**config.mk**
```make
export PLATFORM = sky130hd
export DESIGN_NAME = time_entry
export DESIGN_NICKNAME = d
export VERILOG_FILES = /design/src/rtl/time_entry.sv
export SDC_FILE = /design/constraint.sdc
export NUM_CORES = 1
export LEC_CHECK = 0
export ABC_AREA = 1
export BUFFER_PORTS_ARGS = -buffer_cell sky130_fd_sc_hd__buf_2
export CAP_MARGIN = 20
export CORE_MARGIN = 2
export CORE_UTILIZATION = 30
export DETAILED_ROUTE_END_ITERATION = 7
export GPL_TIMING_DRIVEN = 0
export PLACE_DENSITY = 0.58
export SETUP_SLACK_MARGIN = 0.3
export SYNTH_ARGS = -nofsm -noshare
export SYNTH_HDL_FRONTEND = slang
export SYNTH_SLANG_ARGS = --single-unit
```
**constraint.sdc**
```tcl
create_clock -name clk -period 2.7 [get_ports clk]
set_input_delay 0.54 -clock clk [delete_from_list [all_inputs] [get_ports clk]]
set_output_delay 0.54 -clock clk [all_outputs]
set_load 0.01 [all_outputs]
```
**src/rtl/time_entry.sv**
```systemverilog
// time_entry: keypad time-entry and countdown control for a four-digit BCD
// down-counter chain (MM:SS).
//
// Ports:
//   clk, clrn            clock, synchronous active-low reset
//   key_valid, key_code  one-cycle keypad strobe and key value (0-9 digits)
//   start, clear         one-cycle start / cancel commands
//   timer_zero           all downstream digit counters read zero
//   min_tens..sec_ones   BCD preset to the counters' data ports
//   loadn                active-low synchronous load to the counters
//   run_en               count enable to the counters
//   digit_cnt            digits entered so far, 0-4
//   done, err            one-cycle completion / rejection pulses
//
// Every output is a flop. loadn and run_en are decoded from the next state,
// so they line up exactly with the LOAD and RUN cycles.
module time_entry (
  input  logic       clk,
  input  logic       clrn,
  input  logic       key_valid,
  input  logic [3:0] key_code,
  input  logic       start,
  input  logic       clear,
  input  logic       timer_zero,
  output logic [3:0] min_tens,
  output logic [3:0] min_ones,
  output logic [3:0] sec_tens,
  output logic [3:0] sec_ones,
  output logic       loadn,
  output logic       run_en,
  output logic [2:0] digit_cnt,
  output logic       done,
  output logic       err
);

  typedef enum logic [1:0] {IDLE, LOAD, RUN} state_t;

  state_t          state, state_nx;
  // dig[3]=min_tens ... dig[0]=sec_ones; entry shifts toward dig[3]
  logic [3:0][3:0] dig, dig_nx;
  logic [2:0]      cnt_nx;
  logic            done_nx, err_nx;
  logic            start_ok;

  assign min_tens = dig[3];
  assign min_ones = dig[2];
  assign sec_tens = dig[1];
  assign sec_ones = dig[0];

  // A start needs at least one digit, a nonzero time and a legal seconds tens.
  assign start_ok = (digit_cnt != 3'd0) && (dig != '0) && (dig[1] <= 4'd5);

  always_ff @(posedge clk) begin
    if (!clrn) begin
      state     <= IDLE;
      dig       <= '0;
      digit_cnt <= 3'd0;
      loadn     <= 1'b1;
      run_en    <= 1'b0;
      done      <= 1'b0;
      err       <= 1'b0;
    end else begin
      state     <= state_nx;
      dig       <= dig_nx;
      digit_cnt <= cnt_nx;
      loadn     <= (state_nx != LOAD);
      run_en    <= (state_nx == RUN);
      done      <= done_nx;
      err       <= err_nx;
    end
  end

  always_comb begin
    state_nx = state;
    dig_nx   = dig;
    cnt_nx   = digit_cnt;
    done_nx  = 1'b0;
    err_nx   = 1'b0;
    if (clear) begin
      state_nx = IDLE;
      dig_nx   = '0;
      cnt_nx   = 3'd0;
    end else begin
      case (state)
        IDLE: begin
          // start wins over a coincident key; the key is dropped silently
          if (start) begin
            if (start_ok) state_nx = LOAD;
            else          err_nx   = 1'b1;
          end else if (key_valid) begin
            if (key_code > 4'd9 || digit_cnt == 3'd4) begin
              err_nx = 1'b1;
            end else begin
              dig_nx = {dig[2:0], key_code};
              cnt_nx = digit_cnt + 3'd1;
            end
          end
        end
        LOAD: state_nx = RUN;
        RUN: begin
          if (timer_zero) begin
            state_nx = IDLE;
            done_nx  = 1'b1;
            dig_nx   = '0;
            cnt_nx   = 3'd0;
          end
        end
        default: state_nx = IDLE;
      endcase
    end
  end

endmodule

```
==> out/qor.yml <==
clock_skew_ns: 0.00994
holdWs_ns: 0.464
rsz0062_at_grt: "false"
hold_viol_final: 0
syn_area_um2: 1330
grt_pass1_vias: 1226
worst_pin_slew_ns: 0.475
p_sw_mw: 0.203
use_met1_pct: 19.2
grt_pass1_wl_um: 5520
synth_cell_type_count: 21
root_buffer: "clkbuf_8"
grt_max_degree: 14
nNetsFinal: 248
clock_latency_ns: 0.27
swShare_pct: 27.7
postCtsSetupRepairBufs: 0
critPathLaunch: "digit_cnt[0]"
hold_class: "in2reg"
syn_to_final_growth_pct: 20.3
tns_ns: 0
drc_errors: 0
ios: 33
dieWidth_um: 70.6
hold_start: "clrn"
path_clk_slew_ns: 0.10
portBuffers: 32
grt_overflow: 0
cp.required_ns: 2.85
cp_slowest_stage_delay_ns: 0.36
setup.worst_path.end_class: "register"
dieHeight_um: 70.6
dieArea_um2: 4990
fin_crit_sh_pct: 59.9
slew_headroom_pct: 68.4
fillCellCount: 507
routedWlPerCell_um: 10.8
max-vdd-ir-drop_mv: 0.225
synth_area_per_cell_um2: 6.69
synth_warnings: 0
cp_common_cell: "nand2_1"
use_met3_pct: 2.14
power_density_nw_per_um2: 458
critical_path_class: "reg2reg"
core-area_um2: 4320
dp_hpwl_um: 2360
htreeDepth: 1
grtUsageTotal_pct: 13.7
cp_slowest_cell: "dfxtp_1"
cts_max_path_buffers: 2
holdBufCountCts: 0
crit_chain: "inv_1 > ha_1 > nand2_1 > nand2_1 > nand2_2 > buf_4 > buf_4 > nand3_2 > nand2_1 > nor2_1"
diodes: 0
drtIter0Drc: 49
rows: 24
syn-num-nets: 211
busiest_layer: "met2"
met2_usage_pct: 21.6
multi_input_area_um2: 664
finalSetupViolCount: 0
firstDrtPassIters: 4
cts_tree: "yes"
clock_sinks: 25
drv_cap: 0
intPower_mw: 0.530
ant_nets: 0
seqPwrFrac_pct: 52.4
antenna_found_initial: 0
ys_seq_area_share_pct: 37.6
p_leak_nw: 0.820
cp_max_fo: 10
outcome: "finished clean"
cts_buffers: 3
initial_core_util_pct: 30.8
finalCriticalPeriod_ns: 1.62
crit_path_start_kind: "register"
max_freq_mhz: 619
drv_slew: 0
p_clk_share_pct: 31.4
r2r-start: "digit_cnt[0]"
cts.repair.resized: 0
regArea_um2: 500
layout-drive-gt1-share_pct: 25.1
gp_congestion: 0.788
vias: 1280
comb_power_share_pct: 16.3
wl_um: 3110
ys_seq_elements: 25
synthCells: 199
viasPerCell: 4.46
cp.arrival_ns: 1.76
==> synthesized netlist by cell type <==
master,n,area (um^2)
nand2_1,70,263
nor2_1,30,113
dfxtp_1,25,500
inv_1,22,82.6
nand3_1,15,75.1
nand3_2,9,90.1
a21oi_1,3,15.0
buf_4,3,22.5
inv_2,3,11.3
nand2_4,3,33.8
a211oi_1,2,15.0
clkbuf_1,2,7.51
ha_1,2,25.0
nand2_2,2,12.5
nand4_1,2,12.5
buf_12,1,20.0
buf_2,1,5.00
buf_6,1,11.3
inv_4,1,6.26
nor3_1,1,5.00
o21ai_1,1,5.00
==> layer usage <==
layer,share of wire (%),wire (um)
met5,0,0
met4,1.6,51
met3,5.1,158
met2,43,1340
met1,50,1570
==> flip-flops by register name, summed over array words and instances (netlist names) <==
name	flops
err	1
loadn	1
done	1
sec_tens	4
min_tens	4
digit_cnt	3
min_ones	4
run_en	1
sec_ones	4
state	2
==> power groups by stage <==
| stage | Sequential (mW) | Clock, mW | Combinational, mW |
|---|---|---|---|
| final | 0.384 | 0.230 | 0.119 |
| after global routing | 0.385 | 0.248 | 0.138 |
| after CTS | 0.384 | 0.233 | 0.121 |
| after detailed placement | 0.393 | 0 | 0.120 |
| after global placement | 0.393 | 0 | 0.119 |
| after floorplan | 0.396 | 0 | 0.0822 |
==> metrics by stage <==
stage | util [%] | std cells | power, mW | setup slack [ns] | instance area (um^2)
floorplan | - | 199 | 0.478 | 1.22 | 1330
global placement | 36.0 | 283 | 0.512 | 0.959 | 1560
detailed placement | 36.0 | 283 | 0.513 | 0.953 | 1560
CTS | 37.0 | 287 | 0.738 | 1.07 | 1600
global route | 37.0 | 287 | 0.771 | 0.884 | 1600
finish | 37.0 | 287 | 0.733 | 1.08 | 1600
==> cell type report <==
class | count | share of cell area (%)
flip-flops and latches | 25 | 31.2
inverters | 26 | 6.25
clock buffers | 4 | 2.81
repair buffers | 32 | 10.0
plain buffers | 8 | 4.14
well taps | 52 | 4.06
multi-input cells | 140 | 41.5
==> worst paths after layout <==
check	slack, ns	depth (start not counted)	end
setup / recovery	1.08	10	min_tens[3]
hold / removal	0.46	2	loadn
setup reg to reg	1.08	10	min_tens[3]
hold reg to reg	0.52	2	digit_cnt[2]
==> cells by family after synthesis <==
kind of cell,after synthesis,share of synthesized area (%)
compound gates,6,2.63
fa+ha+maj,2,1.88
buf+inv,34,12.5
flops,25,37.6
simple gates,132,45.4
==> critical path, delay by kind of cell, from the launching register on <==
family	cells	cell delay (ns)
buffers and inverters	3	0.47
adders and majority gates	1	0.20
and+or+nand+nor	6	0.45
DFF	1	0.36
==> cells in the final DEF, fill, tap and decap left out <==
cell type,n
a211oi_1,2
a21oi_1,3
buf_12,1
buf_2,33
buf_4,3
buf_6,1
clkbuf_1,3
clkbuf_8,3
dfxtp_1,25
ha_1,2
inv_1,22
inv_2,3
inv_4,1
nand2_1,70
nand2_2,2
nand2_4,3
nand3_1,15
nand3_2,9
nand4_1,2
nor2_1,30
nor3_1,1
o21ai_1,1
No activity file was read; power rests on OpenSTA's default activity.
